<file path="src/rtl/arm_regbank.sv">
// rtl/arm_regbank.sv - ARM-style register bank with CPSR flags and block transfer engine; optional REGBANK_BYPASS_EN write-to-read bypass
module arm_regbank #(
    parameter int DATA_W = 32,
    parameter int ADDR_W = 4
) (
    input  logic                      clock,
    input  logic                      reset,
    input  logic [ADDR_W-1:0]         read_reg_num1,
    input  logic [ADDR_W-1:0]         read_reg_num2,
    output logic [DATA_W-1:0]         read_data1,
    output logic [DATA_W-1:0]         read_data2,
    input  logic                      regwrite,
    input  logic [ADDR_W-1:0]         write_reg,
    input  logic [DATA_W-1:0]         write_data,
    input  logic                      flag_we,
    input  logic [3:0]                flags_in,
    output logic [3:0]                cpsr_flags,
    input  logic                      blk_start,
    input  logic                      blk_load,
    input  logic [(2**ADDR_W)-1:0]    blk_list,
    output logic                      blk_valid,
    input  logic                      blk_ack,
    output logic [ADDR_W-1:0]         blk_reg,
    output logic [DATA_W-1:0]         blk_rdata,
    input  logic [DATA_W-1:0]         blk_wdata,
    output logic                      blk_busy,
    output logic                      blk_done
);

    localparam int NREGS = 2**ADDR_W;

    typedef enum logic [1:0] {
        S_IDLE = 2'd0,
        S_XFER = 2'd1,
        S_DONE = 2'd2
    } state_t;

    state_t             state_q, state_d;
    logic [NREGS-1:0]   mask_q, mask_d;
    logic               load_q, load_d;
    logic [DATA_W-1:0]  regs_q [NREGS];
    logic [3:0]         flags_q;

    logic [ADDR_W-1:0]  cur_idx;
    logic [NREGS-1:0]   cur_onehot;
    logic               beat;
    logic               blk_we;

    // Priority encoder: lowest set bit of the pending mask is the next register to move
    always_comb begin
        cur_idx    = '0;
        cur_onehot = '0;
        for (int i = NREGS - 1; i >= 0; i--) begin
            if (mask_q[i]) begin
                cur_idx = ADDR_W'(i);
            end
        end
        cur_onehot[cur_idx] = 1'b1;
    end

    assign blk_valid = (state_q == S_XFER);
    assign blk_reg   = blk_valid ? cur_idx : '0;
    assign blk_rdata = regs_q[blk_reg];
    assign blk_busy  = (state_q != S_IDLE);
    assign blk_done  = (state_q == S_DONE);
    assign beat      = blk_valid && blk_ack;
    assign blk_we    = beat && load_q;
    assign cpsr_flags = flags_q;

    // Block engine next-state: start latches list/direction, each accepted beat retires one register
    always_comb begin
        state_d = state_q;
        mask_d  = mask_q;
        load_d  = load_q;
        case (state_q)
            S_IDLE: begin
                if (blk_start) begin
                    if (blk_list != '0) begin
                        mask_d  = blk_list;
                        load_d  = blk_load;
                        state_d = S_XFER;
                    end else begin
                        state_d = S_DONE;
                    end
                end
            end
            S_XFER: begin
                if (beat) begin
                    mask_d = mask_q & ~cur_onehot;
                    if (mask_d == '0) begin
                        state_d = S_DONE;
                    end
                end
            end
            S_DONE: begin
                state_d = S_IDLE;
            end
            default: begin
                state_d = S_IDLE;
            end
        endcase
    end

    // Block engine state registers
    always_ff @(posedge clock or negedge reset) begin
        if (!reset) begin
            state_q <= S_IDLE;
            mask_q  <= '0;
            load_q  <= 1'b0;
        end else begin
            state_q <= state_d;
            mask_q  <= mask_d;
            load_q  <= load_d;
        end
    end

    // Register file writes; the block write comes last so it wins a same-register collision
    always_ff @(posedge clock or negedge reset) begin
        if (!reset) begin
            for (int i = 0; i < NREGS; i++) begin
                regs_q[i] <= '0;
            end
        end else begin
            if (regwrite) begin
                regs_q[write_reg] <= write_data;
            end
            if (blk_we) begin
                regs_q[blk_reg] <= blk_wdata;
            end
        end
    end

    // CPSR condition flags {N,Z,C,V}
    always_ff @(posedge clock or negedge reset) begin
        if (!reset) begin
            flags_q <= 4'b0000;
        end else if (flag_we) begin
            flags_q <= flags_in;
        end
    end

    // Read ports; with bypass a read of the register being written returns the incoming data
    always_comb begin
        read_data1 = regs_q[read_reg_num1];
        read_data2 = regs_q[read_reg_num2];
`ifdef REGBANK_BYPASS_EN
        if (blk_we && (read_reg_num1 == blk_reg)) begin
            read_data1 = blk_wdata;
        end else if (regwrite && (read_reg_num1 == write_reg)) begin
            read_data1 = write_data;
        end
        if (blk_we && (read_reg_num2 == blk_reg)) begin
            read_data2 = blk_wdata;
        end else if (regwrite && (read_reg_num2 == write_reg)) begin
            read_data2 = write_data;
        end
`endif
    end

endmodule

</file>
<file path="config.mk">
export PLATFORM = sky130hd
export DESIGN_NAME = arm_regbank
export DESIGN_NICKNAME = d
export VERILOG_FILES = /design/src/rtl/arm_regbank.sv
export SDC_FILE = /design/constraint.sdc
export NUM_CORES = 2
export LEC_CHECK = 0
export CORE_ASPECT_RATIO = 1.4
export CORE_MARGIN = 2
export CORE_UTILIZATION = 55
export DETAILED_ROUTE_END_ITERATION = 6
export HOLD_SLACK_MARGIN = 0.15
export PLACE_DENSITY = 0.81
export SETUP_SLACK_MARGIN = 0.4
export SLEW_MARGIN = 10
export SYNTH_ARGS = -nofsm -noshare
export SYNTH_HDL_FRONTEND = slang
export SYNTH_SLANG_ARGS = --single-unit
</file>
<file path="constraint.sdc">
create_clock -name clock -period 4.1 [get_ports clock]
set_input_delay 0.615 -clock clock [delete_from_list [all_inputs] [get_ports clock]]
set_output_delay 0.615 -clock clock [all_outputs]
set_load 0.01 [all_outputs]
</file>
Yosys cells after proc, flatten, opt, wreduce, memory -nomap -nowiden
Index checks and enable logic that the tools add are counted.
W data, S select, Z words.
{"block": "op_classes", "n_addsub": 0, "div": 0, "n_eq_ne": 6, "n_lt_le_gt_ge": 8, "bitwise_logic": 6, "mux": 45, "mul": 0, "n_reduce_logical": 13, "shift": 0}
{"cell": "$bwmux W512", "count": 2}
{"cell": "$mux W512", "count": 2}
{"cell": "$bmux W32 S4", "count": 3}
{"cell": "$demux W32 S4", "count": 2}
{"cell": "$mux W32", "count": 8}
{"cell": "$mux W4", "count": 17}
{"cell": "$mux W16", "count": 3}
{"cell": "$pmux W16 S2", "count": 1}
{"cell": "$ge A5 B5 Y1 const B", "count": 4}
{"cell": "$not A4 Y5", "count": 4}
{"cell": "$and A16 B16 Y16", "count": 1}
{"cell": "$logic_not A16 Y1", "count": 1}
{"cell": "$not A16 Y16", "count": 1}
{"cell": "$reduce_bool A16 Y1", "count": 1}
{"cell": "$lt A5 B1 Y1 const B", "count": 2}
{"cell": "$mux W2", "count": 4}
{"cell": "$reduce_and A3 Y1", "count": 2}
{"cell": "$logic_and A1 B1 Y1", "count": 5}
{"cell": "$lt A4 B5 Y1 const B", "count": 1}
{"cell": "$demux W1 S4", "count": 1}
{"cell": "$ge A4 B1 Y1 const B", "count": 1}
{"cell": "$ne A2 B1 Y1 const B", "count": 2}
{"cell": "$ne A2 B2 Y1 const B", "count": 2}
{"cell": "$pmux W2 S2", "count": 1}
{"cell": "other kinds (6)", "count": 7}
{"block": "totals", "regBits": 535, "memories": 0, "inputBits": 103, "output_inout_bits": 107, "latchBits": 0, "elab_cells": 98, "ram_bits": 0, "romBits": 0}

Longest topological paths before layout
{"block": "logic_depth", "depth_word": 26, "depth_mapped": 12}

Worst setup path before layout
Ideal clock, no wire load.
{"block": "synth_path", "path_kind": "in2out", "startpoint": "in read_reg_num1[0]", "endpoint": "out read_data1[13]", "n_path_buf": 2, "stages": 4, "required_ps": 3485, "arrival_time_ps": 2715, "slack_ps": 770, "path_cell_list": "clkbuf_1 buf_1 mux4_2 mux4_2"}
{"block": "synth_between", "elab_chain_len": 4}
{"item": "from (decl)", "line": "8", "text": "input logic [ADDR_W-1:0] read_reg_num1,"}
{"item": "$not A4 Y5 (not written as such)", "line": "144", "text": "read_data1 = regs_q[read_reg_num1];"}
{"item": "$bmux W32 S4", "line": "144"}
{"item": "$mux W32 (not written as such) (2 in a row)", "line": "144"}
{"item": "to (decl)", "line": "10", "text": "output logic [DATA_W-1:0] read_data1,"}
No other way between the ends. The select of a mux whose other input is x is not followed.

Worst setup path after layout
{"block": "layout_path", "startpoint": "reg mask_q[0]", "endpoint": "out blk_rdata[15]"}
{"block": "layout_between", "elab_chain_len": 6}
{"item": "from (decl)", "line": "39", "text": "logic [NREGS-1:0] mask_q, mask_d;"}
{"item": "from (signal assigned)", "line": "112", "text": "mask_q <= mask_d;"}
{"item": "$mux W4", "line": "54", "text": "if (mask_q[i]) begin"}
{"item": "$mux W4", "line": "62", "text": "assign blk_reg = blk_valid ? cur_idx : '0;"}
{"item": "$not A4 Y5 (not written as such)", "line": "63", "text": "assign blk_rdata = regs_q[blk_reg];"}
{"item": "$bmux W32 S4", "line": "63"}
{"item": "$mux W32 (not written as such) (2 in a row)", "line": "63"}
{"item": "to (decl)", "line": "24", "text": "output logic [DATA_W-1:0] blk_rdata,"}
No other way between the ends. The select of a mux whose other input is x is not followed.

==> flow_summary_export.csv <==
group,metric,value,unit
detailed_routing,drt-total-wl,151000,µm
timing,worst_pin_slew,1080,ps
global_route,grt_max_degree,94,
detailed_routing,route.detailed.drc,3,
worst_setup_path,crit_required,3480,ps
status,violations,"DRC, setup timing",
finish,final_common_cell,"mux2i_1",
logic_synthesis,synth.avg_cell_area,10.5,µm²
clock_tree,cts.clk_slew.worst_paths,60,ps
timing,setup_violations,25,
logic_synthesis,syn_inst,3532,
worst_setup_path,worstPathMaxFanout,6,
detailed_routing,vias_per_cell,7.69,
global_route,grt_pass1_vias,34318,
clock_tree,cts_buffers,55,
global_route,grt_pass1_wl,220000,µm
timing,fmax,233,MHz
timing,worst_slack,-193,ps
logic_synthesis,netlist.area_leader.share,36.2,%
global_route,grtUsageTotal,42.7,%
logic_synthesis,synth_area_leaders,"dfrtp_1, mux4_2, mux2i_1, a21oi_1, nor2_1",
hold_path,hp-class,"reg -> reg",
placement,gp_congestion,0.929,
clock_tree,cts_htree_levels,2,
floorplan,start_util,55.5,%
worst_setup_path,start_kind,"flop",
power,switchingPower,17.8,mW
clock_tree,clock_latency,670,ps
timing,rsz0062_at_grt,"yes",
worst_setup_path,cp_slowest_cell,"dfrtp_2",
power,seqPwrFrac,25.8,%
power,report.power.total,40.4,mW
power,clkPwrFrac,13.4,%
logic_synthesis,yosysSeqAreaShare,36.2,%
placement,numPortBuffers,209,
floorplan,rows,112,
timing,max_slew_margin,28.1,%
finish,syn_to_final_growth,20.0,%
finish,fillCellCount,4575,
floorplan,ios,210,
detailed_routing,drt_iter0_drc,6534,
finish,final_cell_area,44300,µm²
floorplan,dieHeight,311,µm
clock_tree,clockBufferDepth,3,
placement,place_hpwl,84000,µm
floorplan,chipWidth,223,µm
timing,finalHoldViolCount,0,
finish,final_nets,3763,
timing,finalHoldWorstSlack,510,ps
finish,drive_above_1_share,25.1,%
worst_setup_path,criticalPathCategory,"reg -> out",
worst_setup_path,cp.arrival,3680,ps
floorplan,core,66600,µm²
power,netSwitchingFraction,44.0,%
logic_synthesis,ys_warn_count,0,
power,p_int,22.6,mW
timing,finalSetupTns,-1750,ps
logic_synthesis,synth_top_area_cell,"dfrtp_1",
timing,skew,16.6,ps
global_route,antenna_found_initial,11,
timing,layout_min_cycle_time,4290,ps
clock_tree,root_buffer,"clkbuf_16",
worst_setup_path,crit_chain,"or3_1 -> or3_4 -> a21oi_4 -> buf_6 -> nor3_4 -> buf_12 -> buf_12 -> bufbuf_16 -> nand2_1 -> o21ai_0 -> a31oi_4 -> nand3_2 -> buf_6",
run,cap_violations,0,
clock_tree,cts_tree,"built",
clock_tree,cts.sinks,535,
global_route,grt-ovfl-total,0,
logic_synthesis,async_flop_share,100,%
logic_synthesis,synth_edf_count,0,
logic_synthesis,synth_area,36900,µm²
power,power_density,911,nW/µm²
logic_synthesis,synthDistinctLibCells,73,
floorplan,die-area,69300,µm²
worst_setup_path,max_stage_delay,450,ps
timing,slew_violations,0,
detailed_routing,firstDrtPassIters,7,
timing,finalCritPeriodShare,105,%
detailed_routing,drtAntennaViolNets,0,
worst_setup_path,end_kind,"output pin",
logic_synthesis,synth_nets,3635,
detailed_routing,routedWlPerCell,33.1,µm
power,power_frac_comb,60.8,%
placement,place_area,40500,µm²
detailed_routing,num_vias,35088,
status,status,"complete, but fails checks",
logic_synthesis,ys_ff_latch,535,
logic_synthesis,ys.flop_type,"dfrtp_1",
power,leakage,18.3,nW
finish,layout_common_cells,"mux2i_1, dfrtp_1, nor2_1",
power,vdd_drop_max,642,µV
-- worst max-delay path: cells and delay by family (launching register included) --
family,cells,cell delay [ps]
AOI/OAI and AO/OA,3,670
buffers and inverters,5,900
DFF,1,450
and+or+nand+nor,5,990
-- power groups by stage --
stage | clock (mW) | sequential [mW] | combinational [mW]
after global routing | 5.57 | 10.6 | 25.2
after global placement | 0 | 9.92 | 18.8
after detailed placement | 0 | 10.1 | 19.3
final | 5.39 | 10.4 | 24.5
after CTS | 5.34 | 10.1 | 22.2
after floorplan | 0 | 9.23 | 12.0
-- stage by stage --
stage                     setup slack [ps]  cells  utilization (%)
after floorplan                        770   3532                -
after global placement               -44.4   4360             60.8
after detailed placement              -129   4360             60.8
after CTS                            -36.4   4536             65.7
after global routing                  -206   4560             66.5
final                                 -193   4565             66.6
-- state kept, by name, summed over array words and instances, names as in the netlist --
register / flops
regs_q: 512
mask_q: 16
cpsr_flags: 4
state_q: 2
load_q: 1
-- area by class of cell --
class	instances	area [µm²]	area share (%)
repair buffers	463	5240	11.8
clock buffers	74	1600	3.61
well taps	855	1070	2.41
clock inverters	27	273	0.616
multi-input cells	2593	22700	51.1
diodes	6	15.0	0.0339
flip-flops and latches	535	13400	30.2
inverters	12	53.8	0.121
-- per-layer routing --
metal	up-vias	GRT usage [%]	wire length, µm
met1	16644	50.4	47000
met3	1215	17.6	23700
met4	16	34.3	15500
met2	3732	61.2	64900
li1	13481	-	-
met5	-	0.982	101
-- cell usage after synthesis, drive strengths merged, types with 4 or more instances --
library cell,n
nor3,11
mux4,320
buf,197
dfrtp,535
nor2,498
a22oi,60
nand4,6
inv,11
a221oi,29
nand2,187
nand3,42
o21ai,158
a31oi,27
nor4,11
o31ai,5
nand3b,4
nand2b,5
clkbuf,195
or3,6
nor2b,4
a221o,6
a222oi,4
a21oi,473
or4,4
mux2,60
a22o,23
mux2i,581
o22ai,30
o2bb2ai,6
-- timing repair --
| action | CTS | global route |
|---|---|---|
| endpoints found under the setup margin | 138 | 113 |
| hold buffers | 1 | 0 |
| setup buffers | 60 | 21 |
| pin swaps | 52 | 49 |
| hold endpoints to repair | 81 | 0 |
| resized for setup | 229 | 88 |
| gates cloned | 14 | 2 |
-- final timing paths --
kind	startpoint	to	slack, ps	cells past startpoint
worst min-delay path	cpsr_flags[2]	cpsr_flags[2]	510	1
worst min register to register	cpsr_flags[2]	cpsr_flags[2]	510	1
worst max-delay path	mask_q[0]	blk_rdata[15]	-190	13
worst max register to register	mask_q[0]	regs_q[10]	100	11
max in group asynchronous	reset	regs_q[209]	2460	3
min in group asynchronous	reset	regs_q[475]	530	2
-- cell families (layout without fill, tap and decap cells) --
group / Yosys count / count (layout) / share of synthesized area, %
multiplexers: 961 / 961 / 37.1
AO/OA/AOI/OAI: 846 / 846 / 13.2
AND/OR/NAND/NOR: 786 / 786 / 8.92
flip-flops: 535 / 535 / 36.2
buffers and inverters: 404 / 576 / 4.55
other: 0 / 6 / 0
No activity file was read; power rests on OpenSTA's default activity.
